**src/rtl/sequential_divider_if.sv**
```systemverilog
// Handshake and operand/result bundle for the sequential divider.
// The master issues divisions; the slave is the divider itself.
interface sequential_divider_if #(
  parameter int L_WORD = 4
);
  logic              start;
  logic [L_WORD-1:0] dividend;
  logic [L_WORD-1:0] divisor;
  logic [L_WORD-1:0] quotient;
  logic [L_WORD-1:0] remainder;
  logic              Ready;
  logic              done;
  logic              div_by_zero;

  modport master (
    output start, dividend, divisor,
    input  quotient, remainder, Ready, done, div_by_zero
  );

  modport slave (
    input  start, dividend, divisor,
    output quotient, remainder, Ready, done, div_by_zero
  );
endinterface

```
**src/rtl/sequential_divider.sv**
```systemverilog
// Unsigned restoring shift-subtract divider, one quotient bit per SHIFT/SUB pair.
// Datapath and controller share one register block; results hold until the next finish.
module sequential_divider #(
  parameter int L_WORD = 4
) (
  input  logic                  clk,
  input  logic                  rst,
  sequential_divider_if.slave   bus
);

  localparam int CW = $clog2(L_WORD + 1);
  localparam logic [CW-1:0] CNT_INIT = CW'(L_WORD);
  localparam logic [CW-1:0] CNT_LAST = CW'(1);

  localparam logic [2:0] S_IDLE  = 3'd0;
  localparam logic [2:0] S_CHECK = 3'd1;
  localparam logic [2:0] S_SHIFT = 3'd2;
  localparam logic [2:0] S_SUB   = 3'd3;
  localparam logic [2:0] S_LATCH = 3'd4;
  localparam logic [2:0] S_DZ    = 3'd5;

  logic [2:0]        r_state;
  logic [L_WORD-1:0] r_q;
  logic [L_WORD:0]   r_a;
  logic [L_WORD-1:0] r_d;
  logic [CW-1:0]     r_cnt;
  logic [L_WORD-1:0] r_quotient;
  logic [L_WORD-1:0] r_remainder;
  logic              r_done;
  logic              r_div_by_zero;

  logic [L_WORD:0]   w_d_ext;
  logic              w_a_ge_d;
  logic [L_WORD:0]   w_a_minus_d;
  logic              w_d_zero;

  // A carries one extra bit so the shifted partial remainder (< 2*D) never overflows.
  assign w_d_ext     = {1'b0, r_d};
  assign w_a_ge_d    = (r_a >= w_d_ext);
  assign w_a_minus_d = r_a - w_d_ext;
  assign w_d_zero    = (r_d == '0);

  always_ff @(posedge clk or posedge rst) begin
    if (rst) begin
      r_state       <= S_IDLE;
      r_q           <= '0;
      r_a           <= '0;
      r_d           <= '0;
      r_cnt         <= '0;
      r_quotient    <= '0;
      r_remainder   <= '0;
      r_done        <= 1'b0;
      r_div_by_zero <= 1'b0;
    end else begin
      r_done <= 1'b0;
      case (r_state)
        S_IDLE: begin
          if (bus.start) begin
            r_q     <= bus.dividend;
            r_d     <= bus.divisor;
            r_state <= S_CHECK;
          end
        end
        S_CHECK: begin
          r_a           <= '0;
          r_cnt         <= CNT_INIT;
          r_div_by_zero <= 1'b0;
          r_state       <= w_d_zero ? S_DZ : S_SHIFT;
        end
        S_SHIFT: begin
          {r_a, r_q} <= {r_a, r_q} << 1;
          r_state    <= S_SUB;
        end
        S_SUB: begin
          if (w_a_ge_d) begin
            r_a    <= w_a_minus_d;
            r_q[0] <= 1'b1;
          end
          r_cnt   <= r_cnt - CNT_LAST;
          r_state <= (r_cnt == CNT_LAST) ? S_LATCH : S_SHIFT;
        end
        S_LATCH: begin
          r_quotient  <= r_q;
          r_remainder <= r_a[L_WORD-1:0];
          r_done      <= 1'b1;
          r_state     <= S_IDLE;
        end
        S_DZ: begin
          // Q still holds the untouched dividend, which becomes the remainder.
          r_quotient    <= '1;
          r_remainder   <= r_q;
          r_div_by_zero <= 1'b1;
          r_done        <= 1'b1;
          r_state       <= S_IDLE;
        end
        default: begin
          r_state <= S_IDLE;
        end
      endcase
    end
  end

  assign bus.quotient    = r_quotient;
  assign bus.remainder   = r_remainder;
  assign bus.Ready       = (r_state == S_IDLE);
  assign bus.done        = r_done;
  assign bus.div_by_zero = r_div_by_zero;

endmodule
```
**src/flat_wrapper.sv**
```systemverilog
// flat-port wrapper written by rule: the top's interface ports become plain ports
module sequential_divider_flat 
#(
  parameter int L_WORD = 4
)
  (clk, rst, bus_start, bus_dividend, bus_divisor, bus_quotient, bus_remainder, bus_Ready, bus_done, bus_div_by_zero);
  sequential_divider_if #(.L_WORD(L_WORD)) bus_i ();
  input  logic clk;
  input  logic rst;
  input wire logic [$bits(bus_i.start)-1:0] bus_start;
  input wire logic [$bits(bus_i.dividend)-1:0] bus_dividend;
  input wire logic [$bits(bus_i.divisor)-1:0] bus_divisor;
  output wire logic [$bits(bus_i.quotient)-1:0] bus_quotient;
  output wire logic [$bits(bus_i.remainder)-1:0] bus_remainder;
  output wire logic [$bits(bus_i.Ready)-1:0] bus_Ready;
  output wire logic [$bits(bus_i.done)-1:0] bus_done;
  output wire logic [$bits(bus_i.div_by_zero)-1:0] bus_div_by_zero;
  assign bus_i.start = bus_start;
  assign bus_i.dividend = bus_dividend;
  assign bus_i.divisor = bus_divisor;
  assign bus_quotient = bus_i.quotient;
  assign bus_remainder = bus_i.remainder;
  assign bus_Ready = bus_i.Ready;
  assign bus_done = bus_i.done;
  assign bus_div_by_zero = bus_i.div_by_zero;
  sequential_divider #(.L_WORD(L_WORD)) u_core (.clk(clk), .rst(rst), .bus(bus_i));
endmodule
```
**config.mk**
```make
export PLATFORM = sky130hd
export DESIGN_NAME = sequential_divider_flat
export DESIGN_NICKNAME = d
export VERILOG_FILES = /design/src/rtl/sequential_divider_if.sv /design/src/rtl/sequential_divider.sv /design/src/flat_wrapper.sv
export SDC_FILE = /design/constraint.sdc
export NUM_CORES = 1
export LEC_CHECK = 0
export CAP_MARGIN = 40
export CORE_MARGIN = 1
export CORE_UTILIZATION = 40
export DETAILED_ROUTE_END_ITERATION = 8
export PLACE_DENSITY = 0.63
export SYNTH_ARGS = -nofsm -noshare
export SYNTH_HDL_FRONTEND = slang
export SYNTH_SLANG_ARGS = --single-unit
```
**constraint.sdc**
```tcl
create_clock -name clk -period 3 [get_ports clk]
set_clock_uncertainty 0.1 [all_clocks]
set_input_delay 0.6 -clock clk [delete_from_list [all_inputs] [get_ports clk]]
set_output_delay 0.6 -clock clk [all_outputs]
set_load 0.005 [all_outputs]
```
==> out/results.tsv <==
stage	metric	value	unit
layout	antenna diode count	0	
pwr	Switching Fraction	40.7	%
timing	final-report hold violation count	0	
timing	Setup TNS	0	ns
logic_synthesis	post-synth top area cell	dfrtp_1	
hold_path	Hold Crit Class	reg -> reg	
pwr	Clock Power Share	15.9	%
clock_tree	setup bufs post-CTS	0	
logic_synthesis	number of flops mapped to enable cells by yosys	0	
floorplan	Initial Utilization	42.6	%
layout	multi-input logic area	790	µm²
route	DR vias	1321	
route	1st-pass router iterations	4	
clock_tree	htree depth	2	
floorplan	Boundary Pins	22	
pwr	Reg power frac	31.7	%
grt	initial antenna violation count	0	
hold_path	hold path startpoint	u_core.bus.remainder[3]$_DFFE_PP0P_	
layout	# fillers	353	
floorplan	die area	4280	µm²
layout	Nets	216	
logic_synthesis	area share of the largest cell type after synthesis	45.1	%
grt	GRT Util Overall	18.8	%
route	wire per inst	13.5	µm
run	max_cap viols	0	
route	vias per inst	5.35	
timing	RSZ-0062 raised after global routing	no	
pwr	Leak Pwr	0.850	nW
pwr	pwr/cell area	1150	nW/µm²
route	post-route ant nets	0	
clock_tree	buffer levels on the longest clock path	2	
logic_synthesis	post-synth design cell area	1610	µm²
grt	via count of the first global-routing pass	1341	
logic_synthesis	Commonest cells post-synth	dfrtp_1, nand2_1, o21ai_1	
timing	minimum clock period	2.37	ns
critical_path	CP max FO	23	
clock_tree	Root Driver	clkbuf_8	
pwr	Internal Dissipation	1.33	mW
logic_synthesis	#FFs+latches synth	29	
place	RD Place Congestion	0.759	
logic_synthesis	Synth Instances	175	
pwr	switching power	0.912	mW
floorplan	die width	65.4	µm
critical_path	Worst setup SP type	flop	
grt	pin count of the biggest net entering global routing	34	
pwr	combinational share of power	52.5	%
logic_synthesis	most frequent cell after synthesis	dfrtp_1	
timing	fmax	0.421	GHz
logic_synthesis	share of the yosys chip area belonging to registers	45.1	%
place	Cells after DPL	239	
layout	synth-to-layout area growth	21.6	%
layout	Layout Cells excl Fill	247	
grt	GRT Residual Overflow	0	
timing	final number of setup-violating endpoints	0	
critical_path	Worst Path Required	2.30	ns
timing	Tcrit/Tclk final	79.1	%
logic_synthesis	Post-synth ARST share	100	%
critical_path	Critical Path AT	1.67	ns
critical_path	worst r2r src	u_core.r_a[0]$_DFFE_PP0P_	
floorplan	Die Height	65.4	µm
clock_tree	hold buffers post-CTS	0	
floorplan	row cnt	22	
clock_tree	CTS tree	done	
critical_path	Setup crit end kind	output pin	
logic_synthesis	Post-Syn Nets	193	
clock_tree	worst-skew pair later-pin latency	0.28	ns
clock_tree	CTS Buf Count	5	
route	initial detailed-routing violation count	63	
clock_tree	post-cts resize count	0	
logic_synthesis	Synth warnings	0	
place	port bufs	21	
route	Remaining DRCs	0	
logic_synthesis	ys flop type	dfrtp_1	
clock_tree	clock sink count	29	
critical_path	Crit Path Class	reg -> out	
run_status	outcome	finished, final reports clean	
timing	worst rel slew slack	59.0	%
critical_path	crit path from	u_core.r_state[1]$_DFFE_PP0P_	
logic_synthesis	ranking of synthesized cells by area	dfrtp_1, o21ai_1, nand2_1, ha_1, nor2_1	
floorplan	Core Box Area	3770	µm²
clock_tree	Reg clk slew, reported paths	0.06	ns
place	hpwl dp	2.39	mm
pwr	peak supply drop	0.472	mV
timing	Worst-Margin Slew	0.614	ns
logic_synthesis	Synth cell types	39	
logic_synthesis	syn avg cell area	9.19	µm²
layout	fraction of layout instances using a drive strength above 1	8.04	%
grt	first-pass GRT wire length	6.05	mm
route	drt total wl	3.34	mm
timing	fin. max-slew vios	0	
layout	Seq. cell area	726	µm²
-- placed cells by master, fill, tap and decap left out, types with 2 or more instances in the layout --
| master | count |
|---|---|
| a21oi_1 | 11 |
| a32o_1 | 4 |
| and2_1 | 2 |
| buf_4 | 3 |
| clkbuf_8 | 7 |
| clkdlybuf4s50_1 | 21 |
| dfrtp_1 | 29 |
| ha_1 | 6 |
| inv_1 | 9 |
| inv_2 | 3 |
| mux2i_1 | 4 |
| nand2_1 | 22 |
| nand2b_1 | 3 |
| nand3_1 | 5 |
| nand4_1 | 2 |
| nor2_1 | 15 |
| nor2b_1 | 6 |
| nor3_1 | 3 |
| nor4bb_1 | 3 |
| o211ai_1 | 2 |
| o21a_1 | 2 |
| o21ai_1 | 18 |
| o31a_1 | 2 |
| or4_1 | 2 |
-- worst max-delay path: stages, from the launching register on --
cell and delay, ns:
dfrtp_1 0.60, nor3_1 0.27, clkdlybuf4s50_1 0.53
-- worst paths after layout --
kind,end,slack (ns),cells after the start
max,bus_Ready,0.63,2
min,u_core.bus.remainder[3]$_DFFE_PP0P_,0.38,2
max in group asynchronous,u_core.r_d[0]$_DFFE_PP0P_,1.93,3
min in group asynchronous,u_core.r_state[2]$_DFFE_PP0P_,0.60,3
max reg2reg,u_core.r_a[4]$_DFFE_PP0P_,0.85,8
min reg2reg,u_core.bus.remainder[3]$_DFFE_PP0P_,0.38,2
-- sequential cells by signal, indices dropped and copies added, names as in the netlist --
| register | cells |
|---|---|
| u_core.bus.quotient | 4 |
| u_core.r_q | 4 |
| u_core.r_cnt | 3 |
| u_core.r_d | 4 |
| u_core.bus.done | 1 |
| u_core.r_a | 5 |
| u_core.bus.remainder | 4 |
| u_core.bus.div_by_zero | 1 |
| u_core.r_state | 3 |
-- per-layer routing --
metal | wire (µm) | up-vias | track usage (%) | share of wire [%]
li1 | - | 657 | - | -
met1 | 1530 | 633 | 22.9 | 46
met2 | 1670 | 27 | 31.8 | 50
met3 | 109 | 4 | 4.17 | 3.3
met4 | 33 | 0 | 7.61 | 0.99
met5 | 0 | - | 0 | 0
-- cells by family (layout without fill, tap and decap cells) --
family | Yosys count | in the layout | synth area share, %
buf+inv | 20 | 44 | 5.76
mux | 5 | 5 | 3.19
fa+ha+maj | 7 | 7 | 5.91
compound gates | 46 | 46 | 17.8
simple gates | 67 | 67 | 21.6
xor+xnor | 1 | 1 | 0.545
flops | 29 | 29 | 45.1
-- through the flow --
step | util, % | instance area [µm²] | total power [mW] | hold slack, ns | setup slack, ns
final | 51.8 | 1950 | 2.24 | 0.380 | 0.626
after global routing | 51.8 | 1950 | 2.45 | 0.418 | 0.480
after CTS | 51.8 | 1950 | 2.25 | 0.388 | 0.611
after detailed placement | 49.1 | 1850 | 1.88 | 0.374 | 0.806
after global placement | 49.1 | 1850 | 1.83 | 0.367 | 0.843
after floorplan | - | 1610 | 1.58 | 0.366 | 1.12
-- layout make-up --
type                            count  share of cell area [%]
Clock buffer                        7                    4.93
Clock inverter                      1                   0.256
Inverter                           12                    2.30
Multi-Input combinational cell    126                    40.4
Sequential cell                    29                    37.1
Tap cell                           48                    3.07
Timing Repair Buffer               24                    11.9
-- power groups by stage --
stage	sequential, mW	clock (mW)	combinational [mW]
global route	0.742	0.380	1.33
CTS	0.712	0.360	1.18
finish	0.710	0.356	1.18
floorplan	0.669	0	0.907
global placement	0.708	0	1.12
detailed placement	0.715	0	1.17
Note: power is estimated with default switching activity, not from simulation.
==> RTL edit 1, RTL diff (same flow settings) <==
`L_WORD` is set to 4 in 3 places; all go to 16.
--- a/src/rtl/sequential_divider_if.sv
+++ b/src/rtl/sequential_divider_if.sv
@@ -1,7 +1,7 @@
 // Handshake and operand/result bundle for the sequential divider.
 // The master issues divisions; the slave is the divider itself.
 interface sequential_divider_if #(
-  parameter int L_WORD = 4
+  parameter int L_WORD = 16
 );
   logic              start;
   logic [L_WORD-1:0] dividend;
--- a/src/rtl/sequential_divider.sv
+++ b/src/rtl/sequential_divider.sv
@@ -1,7 +1,7 @@
 // Unsigned restoring shift-subtract divider, one quotient bit per SHIFT/SUB pair.
 // Datapath and controller share one register block; results hold until the next finish.
 module sequential_divider #(
-  parameter int L_WORD = 4
+  parameter int L_WORD = 16
 ) (
   input  logic                  clk,
   input  logic                  rst,
--- a/src/flat_wrapper.sv
+++ b/src/flat_wrapper.sv
@@ -1,7 +1,7 @@
 // flat-port wrapper written by rule: the top's interface ports become plain ports
 module sequential_divider_flat 
 #(
-  parameter int L_WORD = 4
+  parameter int L_WORD = 16
 )
   (clk, rst, bus_start, bus_dividend, bus_divisor, bus_quotient, bus_remainder, bus_Ready, bus_done, bus_div_by_zero);
   sequential_divider_if #(.L_WORD(L_WORD)) bus_i ();
Interface: changed (resized bus_dividend, bus_divisor, bus_quotient and bus_remainder); port bits go from 22 to 70. The function was not compared with the original's and may differ.
==> RTL edit 1 against the unedited design <==
Setup slack worse by 0.33 ns. Area after synthesis grew to 2.9 times the old value. Design area grew to 3.0 times the old value. First-iteration DRC count grew to 3.5 times the old value. Non-clock buffer count is 57 higher. Wire length grew to 3.4 times the old value. Sequential cell count is 62 higher. Total power grew to 3.3 times the old value. Sequential power grew to 3.1 times the old value. Sequential share of layout area is 1.5 points higher. Clock power grew to 3.1 times the old value.
==> RTL edit 1: results (changes against the unedited design) <==
[critical_path]
crit_start=u_core.r_d[3]
critPathMaxFanout=5  ; -78%
rr_endpoint=u_core.r_a[15]
endpoint_kind=register
max_stage_delay_ns=0.47  ; -0.13 ns
reg2reg_setup_slack_ns=0.29  ; -0.56 ns

[finish]
seq_area_um2=2280  ; +210%
buffers=81  ; +240%
fin_area_um2=5900  ; +200%
nonClkBufAreaFrac_pct=13.7  ; +1.7 points
drive_above_1_share_pct=8.86  ; +0.82 points
final_cells=730  ; +200%
nFlopsAndLatches=91  ; +210%

[timing]
clock.fmax_mhz=370  ; -12%
max-slew-margin-rel_pct=59.4  ; +0.41 points

[run_status]
status=completed

[cts]
ctsHtreeMaxLevel=3  ; +1
root_buffer=clkbuf_16
clk_latency_ns=0.34  ; +0.06 ns

[grt]
grt_usage_pct=20.0  ; +1.2 points
grt_pass1_vias=3804  ; +180%

[place]
post_dp_cell_area_um2=5610  ; +200%
pre_cts_ws_ns=0.317  ; -0.489 ns
place.gp.congestion=0.871  ; +15%
port_buffers=69  ; +230%

[route]
wl_met1_um=5570  ; +260%
dr_wl_met3_um=582  ; +430%

[yosys]
syn_avg_cell_area_um2=9.16  ; -0.31%
syn_nets=570  ; +200%
synth_area_leaders=dfrtp_1, nand2_1, nor2_1
synth_cell_types=51  ; +31%
yosys-top-cells-count=dfrtp_1, nand2_1, nor2_1, o21ai_0, a21oi_1

[min_path]
worstHoldStart=u_core.bus.quotient[7]
whs_endpoint=u_core.bus.quotient[7]

[pwr]
switchingPower_uw=3170  ; +250%
clockPowerShare_pct=14.8  ; -1.1 points
p_comb_uw=4050  ; +240%

RTL edit 1: changes by cell type in the layout (fill, tap and decap cells not counted), sizes merged, moves of 17 or more:
cell | before | now
nor2 | 15 | 61
nand2 | 22 | 65
o21ai | 19 | 57
a21oi | 11 | 37
clkdlybuf4s50 | 21 | 69
dfrtp | 29 | 91
mux2 | 1 | 18
RTL edit 1: cell families after synthesis:
group / Yosys count / synth area share [%]
adders and majority gates: 19 / 5.19
xor gates and xnor gates: 12 / 2.22
AOI/OAI and AO/OA: 142 / 17.6
muxes: 27 / 6.20
buffers and inverters: 49 / 4.10
DFF: 91 / 48.2
and+or+nand+nor: 176 / 16.5
RTL edit 1: layer usage:
| layer | vias to the layer above | global-route usage (%) |
|---|---|---|
| li1 | 1935 | - |
| met1 | 1845 | 29.3 |
| met2 | 108 | 30.7 |
| met3 | 4 | 3.88 |
| met4 | 0 | 4.27 |
| met5 | - | 0 |
==> RTL edit 2, RTL diff (config.mk and constraints unchanged) <==
Without the edit above. Reset style: synchronous (`rst`), changed in one clocked block.
--- a/src/rtl/sequential_divider.sv
+++ b/src/rtl/sequential_divider.sv
@@ -40,7 +40,7 @@
   assign w_a_minus_d = r_a - w_d_ext;
   assign w_d_zero    = (r_d == '0);
 
-  always_ff @(posedge clk or posedge rst) begin
+  always_ff @(posedge clk) begin
     if (rst) begin
       r_state       <= S_IDLE;
       r_q           <= '0;
Formal check against the unedited RTL: differs if rst is asserted again (counterexample within 4 cycles, from zero or initial values and one cycle with rst high); with rst held inactive, the same outputs for 10 cycles.
==> RTL edit 2 against the unedited design <==
Setup slack improved by 0.010 ns. Area after synthesis fell by 1.7%. Utilization decreased by 1.0 points. Cell count rose by 1.6%. Sequential cell count unchanged. Wire length is 5.4% higher. Global-route usage rose by 0.59 points. Hold slack worse by 0.014 ns. Non-clock buffer count unchanged. Design area is 3.4% lower. Critical endpoint unchanged.
Power is not compared: it rests on default switching activity, and its combinational part moved more than twofold at a synthesized area within 25%.
==> RTL edit 2: results (changes against the unedited design) <==
[run_status]
status=completed

[yosys]
synth_cell_types=44  ; +13%
synth_area_leaders=dfxtp_1, nor2_1, mux2i_1
yosys-top-cells-count=dfxtp_1, nor2_1, nand2_1, a21oi_1, inv_1
synthCells=183  ; +4.6%
syn_nets=201  ; +4.1%
synth_seq_area_share_pct=36.7  ; -8.4 points
yosysWarnings=0  ; unchanged
yosys_most_used_dff=dfxtp_1
async_flop_share_pct=0  ; -100 points

[finish]
final_cells=251  ; +1.6%
layout.nets=221  ; +2.3%
largest_reg_flops=5  ; unchanged
fillerInstances=368  ; +4.2%
drive_above_1_share_pct=8.87  ; +0.83 points
antenna_cells=0  ; unchanged
regMostFlops=u_core.r_a

[critical_path]
critPathArrivalTime_ns=1.66
r2r-start=u_core.r_d[1]
rr_endpoint=u_core.r_a[3]
critPathMaxFanout=21  ; -8.7%
reg2reg_setup_slack_ns=0.80  ; -0.05 ns
max_stage_delay_ns=0.79  ; +0.19 ns
critPathTopFamily=flip-flops
cp_slowest_cell=dfxtp_1
ff2ff_path_depth=6  ; -2

[route]
dr.pass1.iters=4  ; unchanged
drt_iter0_drc=77  ; +22%
vias=1333  ; +0.91%
totalWireLength_um=3520  ; +5.4%

[cts]
root_buffer=clkbuf_8
clk_latency_ns=0.28  ; about the same
numCtsBuffers=5  ; unchanged

[grt]
antenna_found_initial=0  ; unchanged
grt_usage_pct=19.4  ; +0.59 points
grt_pass1_wl_um=6110  ; +1.0%
grt_pass1_vias=1326  ; -1.1%
grt_max_degree=22  ; -35%

[place]
post_dp_cell_area_um2=1800  ; -2.8%
dp_cells=244  ; +2.1%
place.gp.congestion=0.803  ; +5.9%
pre_cts_ws_ns=0.679  ; -0.127 ns
dp_hpwl_um=2560  ; +7.2%
port_buffers=21  ; unchanged

[min_path]
whs_endpoint=u_core.bus.quotient[0]
min_path_type=register to register
worstHoldStart=u_core.bus.quotient[0]

[pwr]
leakagePower_uw=0.000711
ir_drop_v=0.000295

[timing]
max-slew-margin-rel_pct=48.3  ; -11 points

-- RTL edit 2: changes by cell type after synthesis, moves of 8 or more --
cell and change:
dfrtp_1 -29, dfxtp_1 +29, o21ai_1 -16, nor2_1 +12, nand2_1 -8
-- RTL edit 2: per-stage QoR --
step	power (uW)	hold WS, ns
after floorplan	691	0.348
after global placement	771	0.346
after detailed placement	779	0.361
after CTS	1100	0.371
after global routing	1170	0.394
final	1100	0.366
-- RTL edit 2: cell type report --
type                            count  area [um2]  share of cell area (%)
Clock buffer                        7        86.3                    4.57
Inverter                           13        48.8                    2.58
Multi-Input combinational cell    130         880                    46.6
Sequential cell                    29         581                    30.7
Tap cell                           48        60.1                    3.18
Timing Repair Buffer               24         233                    12.3
-- RTL edit 2: tightest hold or removal path, delay by kind of cell (launching register included) --
family,cells,cell delay (ns)
flip-flops,1,0.31
AND/OR/NAND/NOR,1,0.05
AO/OA/AOI/OAI,1,0.06
-- RTL edit 2: worst max path at each step --
stage	start	end	slack (ns)	cells past startpoint
after floorplan	u_core.r_d[1]	u_core.r_a[2]	1.10	6
after global placement	rst	u_core.r_a[3]	0.76	5
after detailed placement	rst	u_core.r_a[3]	0.68	5
after CTS	u_core.r_state[1]	bus_Ready	0.63	2
after global routing	u_core.r_state[1]	bus_Ready	0.55	2
final	u_core.r_state[1]	bus_Ready	0.64	2
-- RTL edit 2: power groups by stage --
stage / sequential, uW / clock, uW / combinational [uW]
6_report: 476 / 327 / 296
5_1_grt: 483 / 353 / 330
4_1_cts: 476 / 329 / 297
3_5_place_dp: 484 / 0 / 295
3_3_place_gp: 483 / 0 / 288
2_1_floorplan: 453 / 0 / 238
-- RTL edit 2: logic make-up (layout without fill, tap and decap cells) --
| family | after synthesis | after routing | share of synthesized area [%] |
|---|---|---|---|
| DFF | 29 | 29 | 36.7 |
| buffers and inverters | 24 | 44 | 7.60 |
| adders and majority gates | 7 | 7 | 6.02 |
| AOI/OAI and AO/OA | 42 | 42 | 19.9 |
| muxes | 10 | 10 | 6.97 |
| and+or+nand+nor | 71 | 71 | 22.8 |
-- RTL edit 2: layer usage --
metal,up-vias,GRT usage (%),part of all wire (%)
li1,676,-,-
met2,28,32.2,46
met4,0,10.0,2.0
met3,6,4.58,4.0
met1,623,23.0,48
met5,-,0,0
